## config.mk

```make
export PLATFORM = sky130hd
export DESIGN_NAME = if_fetch_stage
export DESIGN_NICKNAME = d
export VERILOG_FILES = /design/src/rtl/if_fetch_stage.sv
export SDC_FILE = /design/constraint.sdc
export NUM_CORES = 1
export LEC_CHECK = 0
export CELL_PAD_IN_SITES_DETAIL_PLACEMENT = 0
export CELL_PAD_IN_SITES_GLOBAL_PLACEMENT = 2
export CORE_MARGIN = 3
export CORE_UTILIZATION = 30
export DETAILED_ROUTE_END_ITERATION = 10
export GPL_TIMING_DRIVEN = 0
export PLACE_DENSITY_LB_ADDON = 0.12
export SKIP_LAST_GASP = 1
export SLEW_MARGIN = 30
export SYNTH_ARGS = -nofsm -noshare
export SYNTH_HDL_FRONTEND = slang
export SYNTH_SLANG_ARGS = --single-unit
```

## constraint.sdc

```tcl
create_clock -name clk -period 4.3 [get_ports clk]
set_input_delay 1.075 -clock clk [delete_from_list [all_inputs] [get_ports clk]]
set_output_delay 1.075 -clock clk [all_outputs]
set_load 0.02 [all_outputs]
```

## src/rtl/if_fetch_stage.sv

```systemverilog
// Instruction-fetch stage: owns the PC, drives the instruction-memory address and
// fills the IF/ID pipeline register, with stall, redirect/flush and ECALL halt.
module if_fetch_stage #(
  parameter logic [63:0] RESET_PC   = 64'h0,
  parameter logic [31:0] NOP_INSTR  = 32'h00000013,
  parameter logic [31:0] HALT_INSTR = 32'h00000073
) (
  input  logic        clk,
  input  logic        reset,
  input  logic        stall,
  input  logic        branch_taken,
  input  logic [63:0] branch_target,
  output logic [63:0] imem_addr,
  input  logic [31:0] imem_rdata,
  output logic [63:0] if_id_pc,
  output logic [31:0] if_id_instr,
  output logic        if_id_valid,
  output logic        halted,
  output logic [31:0] fetch_count
);

  typedef enum logic {RUN, HALT} fetchState_t;

  fetchState_t r_state, w_stateNext;
  logic [63:0] r_pc, w_pcNext;
  logic [63:0] r_ifIdPc, w_ifIdPcNext;
  logic [31:0] r_ifIdInstr, w_ifIdInstrNext;
  logic        r_ifIdValid, w_ifIdValidNext;
  logic [31:0] r_fetchCount, w_fetchCountNext;
  logic [63:0] w_redirectPc;

  // Redirect targets are always word aligned; the low two bits are dropped.
  assign w_redirectPc = branch_target & ~64'h3;

  always_ff @(posedge clk or negedge reset) begin
    if (!reset) begin
      r_state      <= RUN;
      r_pc         <= RESET_PC;
      r_ifIdPc     <= 64'h0;
      r_ifIdInstr  <= NOP_INSTR;
      r_ifIdValid  <= 1'b0;
      r_fetchCount <= 32'h0;
    end else begin
      r_state      <= w_stateNext;
      r_pc         <= w_pcNext;
      r_ifIdPc     <= w_ifIdPcNext;
      r_ifIdInstr  <= w_ifIdInstrNext;
      r_ifIdValid  <= w_ifIdValidNext;
      r_fetchCount <= w_fetchCountNext;
    end
  end

  always_comb begin
    w_stateNext      = r_state;
    w_pcNext         = r_pc;
    w_ifIdPcNext     = r_ifIdPc;
    w_ifIdInstrNext  = r_ifIdInstr;
    w_ifIdValidNext  = r_ifIdValid;
    w_fetchCountNext = r_fetchCount;

    // A redirect beats stall in both states; in HALT it means the ECALL was wrong-path.
    if (branch_taken) begin
      w_stateNext     = RUN;
      w_pcNext        = w_redirectPc;
      w_ifIdPcNext    = 64'h0;
      w_ifIdInstrNext = NOP_INSTR;
      w_ifIdValidNext = 1'b0;
    end else if (!stall) begin
      case (r_state)
        RUN: begin
          w_ifIdPcNext     = r_pc;
          w_ifIdInstrNext  = imem_rdata;
          w_ifIdValidNext  = 1'b1;
          w_fetchCountNext = r_fetchCount + 32'd1;
          if (imem_rdata == HALT_INSTR) begin
            w_stateNext = HALT;
          end else begin
            w_pcNext = r_pc + 64'd4;
          end
        end
        HALT: begin
          w_ifIdPcNext    = 64'h0;
          w_ifIdInstrNext = NOP_INSTR;
          w_ifIdValidNext = 1'b0;
        end
        default: begin
          w_stateNext = RUN;
        end
      endcase
    end
  end

  assign imem_addr   = r_pc;
  assign if_id_pc    = r_ifIdPc;
  assign if_id_instr = r_ifIdInstr;
  assign if_id_valid = r_ifIdValid;
  assign halted      = (r_state == HALT);
  assign fetch_count = r_fetchCount;

endmodule

```

# --- Word-level counts from Yosys, hierarchy flattened ---
# Cells that the tools add are included.
totals:
  register_bits: 194
  wordCells: 34
op_classes:
  addsub: 2
  eq_ne: 4
  n_mux: 17
  bitwise_logic: 3
  reduce_logical: 2
op_table:
  columns: ["operator", "count"]
  rows:
  - ["two-way mux 64 bit", 6]
  - ["one-hot mux 64 bit (2 select lines)", 1]
  - ["adder 64 x 3 -> 64 bit (second input constant)", 1]
  - ["two-way mux 32 bit", 2]
  - ["one-hot mux 32 bit (2 select lines)", 1]
  - ["adder 32 x 1 -> 32 bit (second input constant)", 1]
  - ["== test 32 x 7 -> 1 bit (second input constant)", 1]
  - ["two-way mux 1 bit", 6]
  - ["AND reduction 3 bit", 2]
  - ["inequality test 2 bit (second input constant)", 2]
  - ["NOT 1 bit", 3]
  - ["inequality test 2 x 1 -> 1 bit (second input constant)", 1]
  - ["one-hot mux 1 bit (2 select lines)", 1]

# --- Logic depth before layout (Yosys ltp) ---
logic_depth:
  depth_word: 5
  ltp_mapped: 8
  ltp_nobuf: 6

# --- Least setup slack after synthesis ---
# No wires, ideal clock.
synth_timing:
  path_type: "input -> register"
  startpoint: "in imem_rdata[13]"
  endpoint: "reg r_pc[3] (netlist: imem_addr[3])"
  t_arrival_ps: 2608
  required_ps: 4167
  setup_slack_ps: 1559
  stages: 7
  n_path_buf: 2
  path_cell_list: "nor4_1 > nand4_1 > o21ai_0 > clkbuf_1 > buf_2 > mux2i_1 > o21ai_0"
synth_between:
  elab_chain_len: 3
synth_rtl:
  columns: ["item", "line_no", "source"]
  rows:
  - ["start: declaration", "14", "input logic [31:0] imem_rdata,"]
  - ["== test 32 x 7 -> 1 bit", "75", "if (imem_rdata == HALT_INSTR) begin"]
  - ["inequality test 2 bit (no source line)", null, null]
  - ["AND reduction 3 bit (no source line)", null, null]
  - ["end signal: assignment", "45", "r_pc <= w_pcNext;"]
  - ["end: declaration", "25", "logic [63:0] r_pc, w_pcNext;"]
# No other way between the ends.
# A chain may end at the register's enable or synchronous reset.

# --- Worst setup path after layout ---
layout_timing:
  startpoint: "in imem_rdata[21]"
  endpoint: "reg r_pc[3] (netlist: imem_addr[3])"
# The elaborated chain is that of the path after synthesis.

==> key figures <==
CTS
  – CTS tree: done
  – Clock root cell: clkbuf_16
  – Num CTS Buffers: 17
  – Clk slew on worst S/H paths: 0.08 ns
  – Clk sink count: 191
  – H-tree depth reported by CTS: 4
  – Cts hold-fix bufs: 0
  – Post-CTS Resized: 0
  – Clock Path Buffers: 2
  – Post-CTS setup repair buffer count: 0
  – Worst skew pair latency: around 0.44 ns

Routing
  – Post-DR wirelength/cell: approximately 22 um
  – Residual DRC: 0
  – Pre-Repair DR Iteration Count: 4
  – Violation count after the first detailed-routing iteration: between 400 and 500
  – ANT nets after route: 0
  – Via Count: roughly 8,000
  – Final wirelength: between 30,000 and 40,000 um
  – Vias per inst: ~5.2

STA
  – Worst Skew: about 0.015 ns
  – Max Clk Rate: 267 MHz
  – Relative slew margins: roughly 43%
  – Setup violations, final: 0
  – Final max-slew violation count: 0
  – Tightest Pin Transition: 0.851 ns
  – Final hold viol count: 0
  – Unrepaired setup endpoints after global routing: false
  – Final period util: slightly below 90%
  – Min cycle time layout: 3.75 ns

Floorplanning
  – Die Area: roughly 31,000 sq um
  – Std-Cell Rows: between 60 and 70
  – Die Y: 177 um
  – Core Region: between 20,000 and 30,000 sq um
  – Initial Util: a little under a third
  – Die Width: roughly 180 um
  – IO Pins: 294

Synth
  – Yosys warns: 0
  – Cell with the most instances after synthesis: dfrtp_1
  – Number of synthesized flops with an enable pin: 0
  – Synth area leader: dfrtp_1
  – Mux cell area share after synthesis: less than 1%
  – Simple-Gate Fraction of Synth Area: approximately 18%
  – Combinational family with the most area after synthesis: compound AO/OA/AOI/OAI gates
  – Seq cells post-synth: roughly 190
  – Most used DFF post-synth: dfrtp_1
  – Synth Area in Compound Gates: 18.3%
  – Ranking of synthesized cells by area: dfrtp_1 54%, a22o_1 8.8%, xor2_1 2.9%
  – Post-synthesis adder-cell area fraction: less than 1%
  – Fraction of registers with async set/reset: 100%
  – Unique cell type count in the Yosys netlist: 48
  – Commonest cells in the netlist: 188 x dfrtp_1, 88 x a22o_1, 64 x nand2_1
  – Post-synthesis sequential area ratio: a little over half
  – Post-synthesis cell count: 816
  – XOR/XNOR Fraction of Synth Area: 5.28%
  – Netlist Area Pre-Place: ~9000 sq um
  – Syn avg cell area: between 10 and 15 sq um
  – Synth top area share: 53.5%

Power
  – P per Cell Area: 362 nW/um^2
  – Leakage Power: about 5.1 nW
  – Switching Fraction: 31.5%
  – Register share of total power: between 40 and 50%
  – Clk pwr share: 35.0%
  – Combinational fraction of design power: slightly below 20%
  – Maximum VDD drop: roughly 0.00021 V
  – Pint: 3.18 mW
  – P_sw: around 1.5 mW

Global route
  – Gr ovfl total: 0
  – GRT Overall Usage: between 20% and 30%
  – Initial antenna violation count: 2
  – Wire length of the first global-routing pass: roughly 51,000 um
  – Vias in the first global route: just over 8,000
  – Largest net degree at the start of global routing: 70

Min path
  – Worst min path class: reg -> reg
  – Hold path cells: 1

Placed design
  – Post-DP HPWL: 24,500 um
  – I/O Buffers: 289
  – Gpl congestion: just over 0.8
  – Total placed instance area: approximately 12,000 sq um

Critical path
  – Crit path depth: 8
  – Worst path slowest cell: nor4_1
  – Setup CP Type: in -> reg
  – Critical Path Most Common Cell: o21ai_0
  – Delay-heaviest family, CP: buffers and inverters
  – Reg2reg path depth: 7
  – Endpoint class of the critical path: flop
  – Max incr delay on CP: 0.52 ns
  – Worst EP arrival: approximately 4 ns
  – Crit path required time: between 4 and 5 ns
  – CP Launch Type: primary input
  – CP max FO: 10
  – Buf/Inv on CP: 3
  – CP Cell Sequence: clkdlybuf4s50_1 > nor4_1 > nand4_1 > o21ai_0 > clkbuf_1 > buf_2 > mux2i_1 > o21ai_0

Flow run
  – Maxcap violations: 0

Layout
  – Final net count: 1,229
  – P&R area growth vs syn: 45.9%
  – Layout cells sized above 1: ~5.3%
  – Final Util: 44.6%
  – Final Instance Area: 12,800 sq um
  – Filler Cell Count: about 2,800

Status
  – Outcome: completed
-- per-stage QoR --
step                      total power, mW  hold slack, ns  setup slack [ns]  setup TNS (ns)  instances
final                                4.65           0.466             0.553               0       1526
after CTS                            4.70           0.475             0.473               0       1524
after global placement               3.06           0.458             -6.56        -1241.82       1490
after floorplan                      2.50           0.546              1.56               0        817
after global routing                 4.86           0.488             0.224               0       1525
after detailed placement             3.07           0.465            0.0346               0       1492
-- placed cells by master (no fill, tap or decap), types with 28 or more instances in the layout --
master           count
a22o_1              88
a31oi_1             32
clkbuf_1            48
clkdlybuf4s50_1    288
dfrtp_1            188
nand2_1             64
nand3_1             28
nand4_1             39
nor2_1              55
o21ai_0             33
xor2_1              29
-- logic make-up after synthesis --
logic type,after synthesis
fa+ha+maj,2
simple gates,289
flops,191
other cells,1
compound gates,210
mux,5
xor+xnor,53
buf+inv,65
-- state kept, by name (all words and copies together), names as in the netlist --
name	count
if_id_valid	1
imem_addr	62
if_id_pc	63
halted	1
if_id_instr	32
fetch_count	32
-- power by group through the flow --
stage	clock network, mW	logic [mW]	registers, mW
after floorplan	0	0.244	2.26
after CTS	1.66	0.932	2.11
after global placement	0	0.921	2.14
after detailed placement	0	0.929	2.14
after global routing	1.74	0.986	2.13
final	1.63	0.917	2.11
-- per-layer routing --
| layer | wire length, um | part of all wire [%] | up-vias | global-route usage (%) |
|---|---|---|---|---|
| met5 | 13 | 0.039 | - | 0 |
| met4 | 412 | 1.2 | 2 | 4.19 |
| met3 | 1650 | 5.0 | 27 | 3.65 |
| met2 | 15600 | 47 | 233 | 33.7 |
| met1 | 15400 | 47 | 3990 | 29.6 |
| li1 | - | - | 3734 | - |
-- final timing paths --
| check | from | to | slack, ns |
|---|---|---|---|
| worst max-delay path | imem_rdata[21] | imem_addr[3] | 0.55 |
| worst min-delay path | fetch_count[31] | fetch_count[31] | 0.47 |
| worst max register to register | imem_addr[24] | imem_addr[44] | 1.26 |
| worst min register to register | fetch_count[31] | fetch_count[31] | 0.47 |
| max in group asynchronous | reset | imem_addr[19] | 2.66 |
| min in group asynchronous | reset | if_id_pc[49] | 0.55 |
-- final cells by class --
class                   instances  area [sq um]  area share [%]
plain buffers                  56           234            1.82
diodes                          2          5.00          0.0390
inverters                       9          33.8           0.263
clock inverters                12           123           0.956
well taps                     384           480            3.75
repair buffers                291          2950            23.0
clock buffers                  20           467            3.64
flip-flops and latches        191          4780            37.3
multi-input cells             561          3750            29.2
(Power assumes the default switching activity.)
==> variant (same settings) <==
Register the input `branch_target` before use, without a reset. The logic sees it one clock later. The other inputs are not delayed to match.
--- a/src/rtl/if_fetch_stage.sv
+++ b/src/rtl/if_fetch_stage.sv
@@ -21,6 +21,12 @@
 
   typedef enum logic {RUN, HALT} fetchState_t;
 
+  logic [63:0] branch_target_q;
+
+  always_ff @(posedge clk) begin
+    branch_target_q <= branch_target;
+  end
+
   fetchState_t r_state, w_stateNext;
   logic [63:0] r_pc, w_pcNext;
   logic [63:0] r_ifIdPc, w_ifIdPcNext;
@@ -30,7 +36,7 @@
   logic [63:0] w_redirectPc;
 
   // Redirect targets are always word aligned; the low two bits are dropped.
-  assign w_redirectPc = branch_target & ~64'h3;
+  assign w_redirectPc = branch_target_q & ~64'h3;
 
   always_ff @(posedge clk or negedge reset) begin
     if (!reset) begin
Behaviour: not the same (Yosys sat finds a counterexample within 4 cycles, from zero or initial values and one cycle with reset low).
==> variant against the original RTL <==
Cell area grew 14%; register-to-register slack improved by 100 ps; sequential share of layout area increased by 4.0 points; total power grew 35%; worst setup slack got worse by 280 ps; combinational power increased by 5.7%; sequential cell count is 62 higher; wire length up 10%; area after synthesis increased by 15%; critical endpoint is now imem_addr[40]; highest routed layer unchanged.
==> variant: results (changes against the original RTL) <==
- Status: finished clean (unchanged)
- First-pass GRT wire length: 55.16 mm (was 50.74 mm)
- Clock Pin Slew Worst Setup and Hold Paths: 60 ps (was 80 ps)
- DR vias/cell: 5.112 (was 5.233)
- Register-to-register setup slack: 1360 ps (was 1260 ps)
- Worst EP arrival: 4480 ps (was 4050 ps)
- VDD IR-drop max: 0.3371 mV (was 0.2111 mV)
- Detailed placement HPWL: 26.29 mm (was 24.48 mm)
- XOR/XNOR share of the synthesized area: 3.914% (was 5.279%)
- Top cells by area, synth: dfrtp_1 47%, dfxtp_1 12%, a22o_1 7.1% (was dfrtp_1 54%, a22o_1 8.8%, xor2_1 2.9%)
- Hold crit path type: input pin to asynchronous set/reset pin (was register to register)
- Vias: 8629 (was 7986)
- Cells after synthesis: 900 (was 816)
- CP endpoint: imem_addr[40] (was imem_addr[3])
- Internal: 4553 uW (was 3185 uW)
- Clock Tree Buf Depth: 3 (was 2)
- Power Density: 428.3 nW/um2 (was 362.5 nW/um2)
- RR Startpoint: halted (was imem_addr[24])
- Initial antenna violation count: 3 (was 2)
- Fin nets: 1325 (was 1229)
- Dpl cells: 1634 (was 1492)
- Post-synth top cells: 188 x dfrtp_1, 82 x a22o_1, 72 x nand2_1 (was 188 x dfrtp_1, 88 x a22o_1, 64 x nand2_1)
- Worst-Skew Late Latency: 540 ps (was 440 ps)
- Pin count of the biggest net entering global routing: 77 (was 70)
- P_seq: 2730 uW (was 2110 uW)
- First-pass iteration count of the detailed router: 5 (was 4)
- Static Leak: 0.005809 uW (was 0.005102 uW)
- Max Fclk: 0.2486 GHz (was 0.2669 GHz)
- Vias in the first global route: 8707 (was 8203)
- Mux cell area share after synthesis: 0.1988% (was 0.6261%)
- Routed length per placed instance: 21.60 um (was 21.70 um)
- Reg2reg end: imem_addr[60] (was imem_addr[44])
- Final Hold Slack: 431.4 ps (was 466.4 ps)
- Worst path max stage delay: 710 ps (was 520 ps)
- Fillers: 3173 (was 2791)
- TritonCTS buffer count: 29 (was 17)
- Worst Reg2Reg Path Length in Cells: 6 (was 7)
- Setup crit start: imem_rdata[12] (was imem_rdata[21])
- Synth cell types: 57 (was 48)
==> variant: changes by cell type after synthesis, moves of 5 or more <==
cell,delta
xnor2_1,+8
dfxtp_1,+62
a22o_1,-6
a31oi_1,+6
o211ai_1,-6
inv_1,+7
xor2_1,-16
and3_1,+6
o31ai_1,+5
nand4_1,-19
or4_1,+8
nand3_1,+8
nand2_1,+8
==> variant: layer usage <==
metal / track usage, % / part of all wire, % / up-vias
met5: 0 / 0.063 / -
met4: 4.606 / 2.1 / 4
met3: 4.129 / 6.6 / 51
met2: 30.23 / 44 / 275
met1: 28.85 / 47 / 4266
li1: - / - / 4033
==> variant: final cells by class <==
class | count | area (um2) | area share (%)
timing repair buffer | 291 | 2954 | 20.23
sequential | 253 | 6025 | 41.25
antenna | 1 | 2.502 | 0.01713
clock buffer | 45 | 905.9 | 6.202
clock inverter | 8 | 96.34 | 0.6596
multi-input combinational | 574 | 3771 | 25.82
inverter | 15 | 56.30 | 0.3855
buffer | 59 | 241.5 | 1.653
tap | 442 | 553.0 | 3.787
